==> config.mk <==
export PLATFORM = sky130hd
export DESIGN_NAME = acc_bank
export DESIGN_NICKNAME = d
export VERILOG_FILES = /design/src/rtl/acc_pkg.sv /design/src/rtl/acc_channel.sv /design/src/rtl/acc_bank.sv
export SDC_FILE = /design/constraint.sdc
export NUM_CORES = 1
export LEC_CHECK = 0
export ABC_CLOCK_PERIOD_IN_PS = 6180
export BUFFER_PORTS_ARGS = -buffer_cell sky130_fd_sc_hd__buf_2
export CORE_ASPECT_RATIO = 0.7
export CORE_MARGIN = 2
export CORE_UTILIZATION = 50
export CTS_BUF_LIST = sky130_fd_sc_hd__clkbuf_4
export DETAILED_ROUTE_END_ITERATION = 16
export PLACE_DENSITY = 0.77
export SYNTH_ARGS = -nofsm -noshare
export SYNTH_HDL_FRONTEND = slang
export SYNTH_HIERARCHICAL = 1
export SYNTH_SLANG_ARGS = --single-unit
==> constraint.sdc <==
create_clock -name CLK -period 6.18 [get_ports CLK]
set_input_delay 1.236 -clock CLK [delete_from_list [all_inputs] [get_ports CLK]]
set_output_delay 1.236 -clock CLK [all_outputs]
set_load 0.1 [all_outputs]
==> src/rtl/acc_pkg.sv <==
// acc_pkg: shared definitions for the accumulator bank.
//   OP_*      : ACOp encodings
//   acc_next  : computes {carry, result} for one op on one accumulator value.
//               Operands are carried zero-extended in MAX_W-bit containers so
//               one function serves every WIDTH (WIDTH must be < MAX_W).
package acc_pkg;

   localparam logic [2:0] OP_HOLD = 3'b000;
   localparam logic [2:0] OP_LOAD = 3'b001;
   localparam logic [2:0] OP_INC  = 3'b010;
   localparam logic [2:0] OP_DEC  = 3'b011;
   localparam logic [2:0] OP_CLR  = 3'b100;
   localparam logic [2:0] OP_SHL  = 3'b101;
   localparam logic [2:0] OP_SHR  = 3'b110;
   localparam logic [2:0] OP_ADD  = 3'b111;

   localparam int MAX_W = 64;

   typedef struct packed {
      logic             carry;
      logic [MAX_W-1:0] res;
   } acc_res_t;

   function automatic acc_res_t acc_next(input logic [2:0]       op,
                                         input logic [MAX_W-1:0] acc,
                                         input logic [MAX_W-1:0] opnd,
                                         input int               width,
                                         input bit               sat);
      logic [MAX_W-1:0] ones;
      logic [MAX_W:0]   sum;
      acc_res_t         r;
      ones    = {MAX_W{1'b1}} >> (MAX_W - width);
      sum     = '0;
      r.carry = 1'b0;
      r.res   = acc;
      case (op)
         OP_LOAD: r.res = opnd & ones;
         OP_INC: begin
            sum     = {1'b0, acc} + (MAX_W+1)'(1);
            r.carry = (acc == ones);
            r.res   = (r.carry && sat) ? ones : (sum[MAX_W-1:0] & ones);
         end
         OP_DEC: begin
            sum     = {1'b0, acc} - (MAX_W+1)'(1);
            r.carry = (acc == '0);
            r.res   = (r.carry && sat) ? '0 : (sum[MAX_W-1:0] & ones);
         end
         OP_CLR: r.res = '0;
         OP_SHL: begin
            // ones ^ (ones >> 1) isolates the MSB of a WIDTH-bit value
            r.carry = |(acc & (ones ^ (ones >> 1)));
            r.res   = (acc << 1) & ones;
         end
         OP_SHR: begin
            r.carry = acc[0];
            r.res   = acc >> 1;
         end
         OP_ADD: begin
            // both operands < 2^width, so the bit above width is the carry
            sum     = {1'b0, acc} + {1'b0, opnd};
            r.carry = |(sum >> width);
            r.res   = (r.carry && sat) ? ones : (sum[MAX_W-1:0] & ones);
         end
         default: ;
      endcase
      return r;
   endfunction

endpackage

==> src/rtl/acc_channel.sv <==
// acc_channel: one WIDTH-bit accumulator register.
//   CLK, RST : clock, synchronous active-high reset
//   enable   : apply op at this edge
//   op       : ACOp code
//   ALUin    : operand for LOAD/ADD
//   value    : current register contents
//   carry    : carry/borrow/shift-out this op would produce (combinational)
module acc_channel
   import acc_pkg::*;
#(
   parameter int WIDTH    = 8,
   parameter bit SATURATE = 1'b0
) (
   input  logic             CLK,
   input  logic             RST,
   input  logic             enable,
   input  logic [2:0]       op,
   input  logic [WIDTH-1:0] ALUin,
   output logic [WIDTH-1:0] value,
   output logic             carry
);

   acc_res_t r;
   logic     unused_hi;

   always_comb r = acc_next(op, MAX_W'(value), MAX_W'(ALUin), WIDTH, SATURATE);

   assign carry     = r.carry;
   assign unused_hi = ^r.res[MAX_W-1:WIDTH];

   always_ff @(posedge CLK) begin
      if (RST)
         value <= '0;
      else if (enable)
         value <= r.res[WIDTH-1:0];
   end

endmodule

==> src/rtl/acc_bank.sv <==
// acc_bank: bank of NUM_ACC accumulators sharing one op port.
//   CLK, RST : clock, synchronous active-high reset
//   ALUin    : operand for LOAD/ADD
//   ACOp     : operation code (acc_pkg OP_*)
//   ACSel    : target of ACOp and source of ACout
//   ACout    : selected accumulator, 0 when ACSel is out of range
//   Z, N     : zero / sign of ACout (combinational)
//   C        : registered carry flag of the last non-HOLD op
module acc_bank
   import acc_pkg::*;
#(
   parameter int WIDTH    = 8,
   parameter int NUM_ACC  = 4,
   parameter int SATURATE = 0,
   parameter int SEL_W    = (NUM_ACC > 1) ? $clog2(NUM_ACC) : 1
) (
   input  logic             CLK,
   input  logic             RST,
   input  logic [WIDTH-1:0] ALUin,
   input  logic [2:0]       ACOp,
   input  logic [SEL_W-1:0] ACSel,
   output logic [WIDTH-1:0] ACout,
   output logic             Z,
   output logic             N,
   output logic             C
);

   localparam logic [SEL_W:0] NUM_ACC_V = (SEL_W+1)'(NUM_ACC);

   logic [NUM_ACC-1:0][WIDTH-1:0] vals;
   logic [NUM_ACC-1:0]            cands;
   logic [NUM_ACC-1:0]            en;
   logic                          cand_sel;
   logic                          in_range;

   assign in_range = ({1'b0, ACSel} < NUM_ACC_V);

   for (genvar g = 0; g < NUM_ACC; g++) begin : g_ch
      acc_channel #(
         .WIDTH    (WIDTH),
         .SATURATE (SATURATE != 0)
      ) u_ch (
         .CLK    (CLK),
         .RST    (RST),
         .enable (en[g]),
         .op     (ACOp),
         .ALUin  (ALUin),
         .value  (vals[g]),
         .carry  (cands[g])
      );
   end

   // out-of-range selects match no channel: no enable, ACout stays 0
   always_comb begin
      en       = '0;
      ACout    = '0;
      cand_sel = 1'b0;
      for (int i = 0; i < NUM_ACC; i++) begin
         if (ACSel == SEL_W'(i)) begin
            en[i]    = (ACOp != OP_HOLD);
            ACout    = vals[i];
            cand_sel = cands[i];
         end
      end
   end

   assign Z = (ACout == '0);
   assign N = ACout[WIDTH-1];

   always_ff @(posedge CLK) begin
      if (RST)
         C <= 1'b0;
      else if (in_range && (ACOp != OP_HOLD))
         C <= cand_sel;
   end

endmodule

### After elaboration in Yosys (flattened, before gate mapping)

Cells that the tools add are included.

* $add $sub $neg: 12
* equality and inequality tests: 14
* multiplexer cells: 20
* reduce and logical (&&, ||, !) cells: 16

Operators with widths (number)
* $reduce_or 57->1: 4
* $pmux 8 s7: 4
* $logic_not 8->1: 5
* $add 8x8->9: 4
* $add 8x1->8 const B: 4
* $eq 8x8->1 const B: 4
* $mux 8: 4
* $sub 8x1->8 const B: 4
* $pmux 1 s5: 4
* $eq 3x3->1 const B: 4
* $mux 1: 8
* $reduce_and 2->1: 4
* $reduce_bool 7->1: 1
* $eq 3x2->1 const B: 2
* $eq 2x2->1 const B: 2
* $eq 3x1->1 const B: 1
* $reduce_bool 3->1: 1
* $eq 2x1->1 const B: 1
* $logic_not 2->1: 1

* flip-flop bits (word level): 33
* output and inout bits: 11

### Depth between registers and ports, before layout

Gate-level depths: netlist (run 1).

* depth after elaboration: 7
* mapped depth: 12
* mapped depth without buffers: 12

### By module

The synthesis (run 1) kept the hierarchy.

By module, submodules not included
* acc_channel (g_ch[2].u_ch ...): instances 2, cells an instance 188, area an instance 1356.3 µm², seq. area each 160.2 µm²
* acc_channel (g_ch[0].u_ch ...): instances 2, cells an instance 175, area an instance 1263.7 µm², seq. area each 160.2 µm²
* acc_bank: instances 1, cells an instance 23, area an instance 335.3 µm², seq. area each 20.0 µm²

### Worst setup path before layout (run 1)

No wires, ideal clock.

* kind: input to output
* from: input ACSel[0]
* to: output Z
* arrival: 4.218 ns
* data required time: 4.944 ns
* slack: 0.726 ns
* stages on the path: 4
* path buffers: 1
* cells stage by stage: buf_6 -> mux4_1 -> or4_1 -> nor2_1

* word-level cells in the longest chain between the ends: 6
* elaborated cells on any way between the ends: 9

Ends and longest elaborated chain
* start, declared: line acc_bank.sv:21 `input logic [SEL_W-1:0] ACSel,`
* $logic_not 2->1: line acc_bank.sv:59 `if (ACSel == SEL_W'(i)) begin`
* $mux 8 (3 in a row): line acc_bank.sv:59
* $mux 8 *: line acc_bank.sv:59
* net N: line acc_bank.sv:24 `output logic N,`
* $logic_not 8->1 *: line acc_bank.sv:67 `assign Z = (ACout == '0);`
* end, declared: line acc_bank.sv:23 `output logic Z,`

The timed path passes the listed nets; every way through them passes the cells marked *.

### Final worst setup path (run 1)

* from: input ACSel[0]
* to: output Z

* word-level cells in the longest chain between the ends: 6
* elaborated cells on any way between the ends: 9

Ends and longest elaborated chain (line)
* $logic_not 2->1: acc_bank.sv:59
* $mux 8 (3 in a row): acc_bank.sv:59
* $mux 8 *: acc_bank.sv:59
* $logic_not 8->1 *: acc_bank.sv:67

Every way passes the cells marked *; elsewhere a longest branch is shown, timed or not.

==> flow_metrics.env, run 1 <==
export IMPL_arrival_ps=3350
export IMPL_p_total_uw=809
export IMPL_fin_util_pct=52.0
export IMPL_worst_slack_ps=1590
export IMPL_portBuffers=25
export IMPL_hold_start="C"
export IMPL_chipHeight_um=92.4
export IMPL_detail_route_antenna_nets=0
export IMPL_gp_congestion=0.923
export IMPL_drv_slew=0
export IMPL_post_route_cell_area_mm2=0.00568
export IMPL_regToRegSetupSlack_ps=3270
export IMPL_syn_inst=749
export IMPL_htreeDepth=2
export IMPL_maxSlewHeadroom_pct=42.3
export IMPL_area_delta_synth_final_pct=1.86
export IMPL_r2r_start="g_ch[0].u_ch/value[1]"
export IMPL_cpPeakStageDelay_ps=620
export IMPL_drtIter0Drc=925
export IMPL_synth_edf_count=0
export IMPL_routedWlPerCell_um=19.7
export IMPL_ys_ff_latch=33
export IMPL_tritoncts="yes"
export IMPL_outcome="finished clean"
export IMPL_maxCapViolations=0
export IMPL_synth_top_family_by_area="compound AO/OA/AOI/OAI gates"
export IMPL_required_ps=4940
export IMPL_synth_ff_type="dfxtp_1"
export IMPL_yosys_area_share_simple_pct=25.9
export IMPL_cts_root_buf="clkbuf_4"
export IMPL_path_cells="buf_2, mux4_1, or4_1, nor2_1, buf_2"
export IMPL_clock_latency_ps=370
export IMPL_start_util_pct=51.0
export IMPL_skew_ps=16.0
export IMPL_final_seq_area_um2=661
export IMPL_viasPerCell=6.66
export IMPL_rsz0062_at_grt="false"
export IMPL_numCtsBuffers=5
export IMPL_p_clk_share_pct=18.7
export IMPL_die_x_um=130
export IMPL_clkSlewWorstSetupHoldPaths_ps=130
export IMPL_syn_area_per_cell_um2=7.44
export IMPL_nets=782
export IMPL_syn_nets=804
export IMPL_hold_violations=0
export IMPL_pwr_density_cell_mw_per_mm2=142
export IMPL_cp_num_cells=5
export IMPL_cts_setup_buffers=0
export IMPL_grt_pass1_wl_um=28400
export IMPL_power_combinational_fraction_pct=48.3
export IMPL_placed_area_mm2=0.00562
export IMPL_overflow=0
export IMPL_worstMarginPinSlew_ps=859
export IMPL_cts_sinks=33
export IMPL_num_rows=32
export IMPL_startpoint_type="primary input"
export IMPL_hpwlAfterDp_um=12100
export IMPL_cp_top_family="simple AND/OR/NAND/NOR gates"
export IMPL_ys_types=76
export IMPL_rr_worst_depth=11
export IMPL_setup_worst_path_end_class="output pin"
export IMPL_clk_path_buf_depth=2
export IMPL_fin_crit_sh_pct=74.3
export IMPL_yosysMostFrequentCell="nor2_1"
export IMPL_ir_drop_uv=71.6
export IMPL_tns_ps=0
export IMPL_critical_path_class="in2out"
export IMPL_track_usage_pct=29.6
export IMPL_power_leakage_uw=0.00224
export IMPL_drc=0
export IMPL_crit_fanout=13
export IMPL_synth_warnings=6
export IMPL_slowest_stage="mux4_1"
export IMPL_drt_wl_total_um=17300
export IMPL_p_seq_share_pct=32.9
export IMPL_diodes=0
export IMPL_synthXorXnorAreaFrac_pct=5.34
export IMPL_internal_power_uw=427
export IMPL_synth_seq_area_share_pct=11.8
export IMPL_netlist_area_mm2=0.00558
export IMPL_path_buf_inv=2
export IMPL_r2r_end="C"
export IMPL_synth_top_cell_area_share_pct=11.8
export IMPL_multiInputGateArea_mm2=0.00447
export IMPL_die_area_mm2=0.0120
export IMPL_yosys_area_top_type="dfxtp_1"
export IMPL_fin_crit_ps=4590
export IMPL_synth_area_leaders="dfxtp_1, ha_1, a21oi_1"
export IMPL_whs_endpoint="C"
export IMPL_synth_adder_area_share_pct=9.52
export IMPL_ctsResizeCount=0
export IMPL_synth_compound_area_share_pct=31.2
export IMPL_async_reset_ff_share_pct=0
export IMPL_switchingPower_uw=382
export IMPL_switching_share_pct=47.2
export IMPL_grt_start_max_net_pins=72
export IMPL_critPathMostFrequentCell="buf_2"
export IMPL_num_vias=5869
export IMPL_dr_pass1_iters=7
export IMPL_fmax_mhz=218
export IMPL_hold_class="reg2reg"
export IMPL_fillers=1066
export IMPL_core_area_mm2=0.0109
export IMPL_setup_viol=0
export IMPL_cts_hold_repair_buffers=0
export IMPL_dp_slack_ps=1640
export IMPL_num_io_pins=26
export IMPL_grt_pass1_vias=5585
export IMPL_antenna_found_initial=0
export IMPL_drive_above_1_share_pct=10.2
export IMPL_synth_common_cells="nor2_1, a21oi_1, nand2_1, ha_1"
export IMPL_synth_area_mux_share_pct=8.21
export IMPL_min_path_cells=2
## registers in the layout, summed over array words and instances, names as in the netlist
name	flops
g_ch.u_ch/value	32
C	1
## logic make-up (layout without fill, tap and decap cells)
group                      Yosys count  in the layout
and+or+nand+nor                    273            273
AOI/OAI and AO/OA                  244            244
buffers and inverters               93             72
adders and majority gates           40             40
xor gates and xnor gates            34             34
DFF                                 33             33
muxes                               32             32
## worst reg2reg max path, cell delays in order (launching register included)
cell and delay [ps]:
dfxtp_1 630, inv_1 140, fa_1 480, nor2b_1 130, o21ai_0 120, a21o_1 240, a21oi_1 190, nor3_1 60
o21ai_0 380, mux4_1 320, mux2i_1 70, nor2_1 100
## cells in the final DEF, fill, tap and decap left out, types with 10 or more instances in the layout
master    instances
nor2b_1          20
ha_1             36
nor2_1           82
a211oi_1         16
dfxtp_1          33
xnor2_1          26
nand2_1          62
o22ai_1          10
a221oi_1         10
a22oi_1          10
nand3_1          18
o21ai_0          34
a21oi_1          66
mux2i_1          21
nand2b_1         16
inv_1            34
nor3_1           20
buf_2            24
## worst max-delay path by stage
| stage | from | end | slack (ps) |
|---|---|---|---|
| 2_1_floorplan | ACSel[0] | Z | 730 |
| 6_report | ACSel[0] | Z | 1590 |
| 3_3_place_gp | ACSel[0] | Z | 1650 |
| 3_5_place_dp | ACSel[0] | Z | 1640 |
| 4_1_cts | ACSel[0] | Z | 1630 |
| 5_1_grt | ACSel[0] | Z | 1560 |
## layout make-up
class	count	share of cell area (%)
well taps	153	3.37
inverters	36	2.38
multi-input cells	623	78.7
repair buffers	28	2.86
clock buffers	8	1.06
flip-flops and latches	33	11.6
## metrics by stage
step / std cells / hold WS (ps)
4_1_cts: 881 / 578
6_report: 881 / 578
5_1_grt: 881 / 629
2_1_floorplan: 749 / 555
3_5_place_dp: 873 / 548
3_3_place_gp: 873 / 544
## power groups by stage
stage               clock network (uW)  logic, uW  registers [uW]
finish                             152        391             267
global route                       163        426             268
CTS                                153        384             264
detailed placement                   0        382             269
global placement                     0        369             268
floorplan                            0        324             244
## metal layers
| metal | share of wire [%] | wire (um) | GRT usage [%] | vias up |
|---|---|---|---|---|
| li1 | - | - | - | 2760 |
| met1 | 44 | 7600 | 41.0 | 2711 |
| met2 | 43 | 7510 | 45.5 | 349 |
| met3 | 10 | 1730 | 6.76 | 49 |
| met4 | 2.8 | 489 | 9.50 | 0 |
| met5 | 0 | 0 | 0 | - |
(Power assumes the default switching activity.)
==> run 2: changes to the inputs <==
--- a/config.mk
+++ b/config.mk
@@ -5,14 +5,14 @@
 export SDC_FILE = /design/constraint.sdc
 export NUM_CORES = 1
 export LEC_CHECK = 0
-export ABC_CLOCK_PERIOD_IN_PS = 6180
+export ABC_CLOCK_PERIOD_IN_PS = 3940
 export BUFFER_PORTS_ARGS = -buffer_cell sky130_fd_sc_hd__buf_2
 export CORE_ASPECT_RATIO = 0.7
 export CORE_MARGIN = 2
 export CORE_UTILIZATION = 50
 export CTS_BUF_LIST = sky130_fd_sc_hd__clkbuf_4
 export DETAILED_ROUTE_END_ITERATION = 16
-export PLACE_DENSITY = 0.77
+export PLACE_DENSITY = 0.8
 export SYNTH_ARGS = -nofsm -noshare
 export SYNTH_HDL_FRONTEND = slang
 export SYNTH_HIERARCHICAL = 1
==> constraint.sdc (replaced) <==
create_clock -name CLK -period 3.94 [get_ports CLK]
set_input_delay 0.788 -clock CLK [delete_from_list [all_inputs] [get_ports CLK]]
set_output_delay 0.788 -clock CLK [all_outputs]
set_load 0.1 [all_outputs]
==> flow_metrics.env, run 2 (synthesis results as in run 1) <==
export IMPL_ctsResizeCount=0
export IMPL_cp_num_cells=5
export IMPL_placed_area_mm2=0.00573
export IMPL_post_route_cell_area_mm2=0.00579
export IMPL_final_cell_mix="nor2_1, a21oi_1, nand2_1, ha_1"
export IMPL_hpwlAfterDp_um=11700
export IMPL_min_path_cells=2
export IMPL_power_leakage_uw=0.00231
export IMPL_htreeDepth=2
export IMPL_critical_path_class="in2out"
export IMPL_die_area_mm2=0.0120
export IMPL_drv_slew=0
export IMPL_clock_latency_ps=370
export IMPL_slowest_stage="mux4_1"
export IMPL_overflow=0
export IMPL_track_usage_pct=28.3
export IMPL_cts_root_buf="clkbuf_4"
export IMPL_detail_route_antenna_nets=0
export IMPL_area_delta_synth_final_pct=3.79
export IMPL_fin_crit_sh_pct=86.0
export IMPL_clkSlewWorstSetupHoldPaths_ps=130
export IMPL_cp_startpoint="ACSel[0]"
export IMPL_regToRegSetupSlack_ps=1160
export IMPL_gp_congestion=0.893
export IMPL_maxCapViolations=0
export IMPL_maxSlewHeadroom_pct=52.2
export IMPL_cts_setup_buffers=0
export IMPL_rsz0062_at_grt="false"
export IMPL_routedWlPerCell_um=18.5
export IMPL_num_rows=32
export IMPL_startpoint_type="primary input"
export IMPL_fillers=1054
export IMPL_reg_top3="g_ch.u_ch/value: 32 flops, C: 1 flops"
export IMPL_drt_wl_total_um=16600
export IMPL_regMostFlops="g_ch.u_ch/value"
export IMPL_chipHeight_um=92.4
export IMPL_pwr_density_cell_mw_per_mm2=223
export IMPL_drive_above_1_share_pct=11.9
export IMPL_hold_class="reg2reg"
export IMPL_setup_viol=0
export IMPL_worstMarginPinSlew_ps=717
export IMPL_start_util_pct=51.0
export IMPL_fin_crit_ps=3390
export IMPL_rr_worst_depth=10
export IMPL_cts_hold_repair_buffers=0
export IMPL_p_total_uw=1290
export IMPL_cp_top_family="simple AND/OR/NAND/NOR gates"
export IMPL_skew_ps=7.05
export IMPL_clk_path_buf_depth=2
export IMPL_die_x_um=130
export IMPL_outcome="finished clean"
export IMPL_cts_sinks=33
export IMPL_ir_drop_uv=108
export IMPL_dr_pass1_iters=6
export IMPL_drtIter0Drc=927
export IMPL_largest_reg_flops=32
export IMPL_tns_ps=0
export IMPL_layout_commonest_cell="nor2_1"
export IMPL_cpPeakStageDelay_ps=610
export IMPL_dp_slack_ps=547
export IMPL_grt_pass1_vias=5227
export IMPL_worst_slack_ps=553
export IMPL_antenna_found_initial=0
export IMPL_num_io_pins=26
export IMPL_drc=0
export IMPL_path_buf_inv=2
export IMPL_numCtsBuffers=5
export IMPL_num_vias=5891
export IMPL_arrival_ps=2600
export IMPL_fmax_mhz=295
export IMPL_core_area_mm2=0.0109
export IMPL_r2r_start="g_ch[0].u_ch/value[2]"
export IMPL_hold_start="C"
export IMPL_crit_fanout=13
export IMPL_r2r_end="C"
export IMPL_nets=795
export IMPL_setup_worst_path_end_class="output pin"
export IMPL_viasPerCell=6.59
export IMPL_tritoncts="yes"
export IMPL_hold_violations=0
export IMPL_path_cells="buf_2, mux4_1, or4_1, nor2_4, buf_12"
export IMPL_layout_cells_non_filler=894
export IMPL_grt_pass1_wl_um=27300
export IMPL_diodes=0
export IMPL_portBuffers=25
export IMPL_whs_endpoint="C"
export IMPL_required_ps=3150
export IMPL_grt_start_max_net_pins=54
export IMPL_place_inst=886
## run 2: cell count changes in the layout (fill, tap and decap cells not counted)
cell    delta
nor2_4     +1
nor2_1     -1
buf_2      -1
buf_4     +14
## run 2: area by class of cell
| class | instances | area (um^2) | area share (%) |
|---|---|---|---|
| multi-input cells | 623 | 4480 | 77.4 |
| clock buffers | 8 | 60.1 | 1.04 |
| repair buffers | 41 | 263 | 4.54 |
| well taps | 153 | 191 | 3.31 |
| flip-flops and latches | 33 | 661 | 11.4 |
| inverters | 36 | 135 | 2.34 |
## run 2: how the worst max path moves through the flow
stage	to	slack, ps
4_1_cts	Z	540
3_5_place_dp	Z	550
6_report	Z	550
5_1_grt	Z	470
3_3_place_gp	Z	570
2_1_floorplan	Z	90
## run 2: worst register-to-register path, stage by stage, from the launching register on
cell     delay (ps)
dfxtp_1         640
ha_1            370
nor2b_1         150
o21ai_0         230
a21o_1          200
a21oi_1          80
nor3_1          170
o21ai_0         160
mux4_1          500
mux2i_1         130
nor2_1           50
## run 2: routing by layer
metal | vias up | part of all wire [%] | global-route usage [%]
li1 | 2778 | - | -
met1 | 2713 | 44 | 43.6
met2 | 364 | 42 | 41.1
met3 | 36 | 11 | 4.27
met4 | 0 | 2.3 | 6.27
met5 | - | 0 | 0
## run 2: per-stage QoR
stage | utilization (%) | hold slack [ps]
floorplan | - | 555
global placement | 52.4 | 560
detailed placement | 52.4 | 548
CTS | 52.9 | 569
global route | 52.9 | 591
finish | 52.9 | 582
## run 2: report_power, final
| group | internal, uW | total, uW | switching (uW) |
|---|---|---|---|
| sequential | 352 | 410 | 57.4 |
| combinational | 243 | 635 | 392 |
| clock | 92.0 | 245 | 153 |
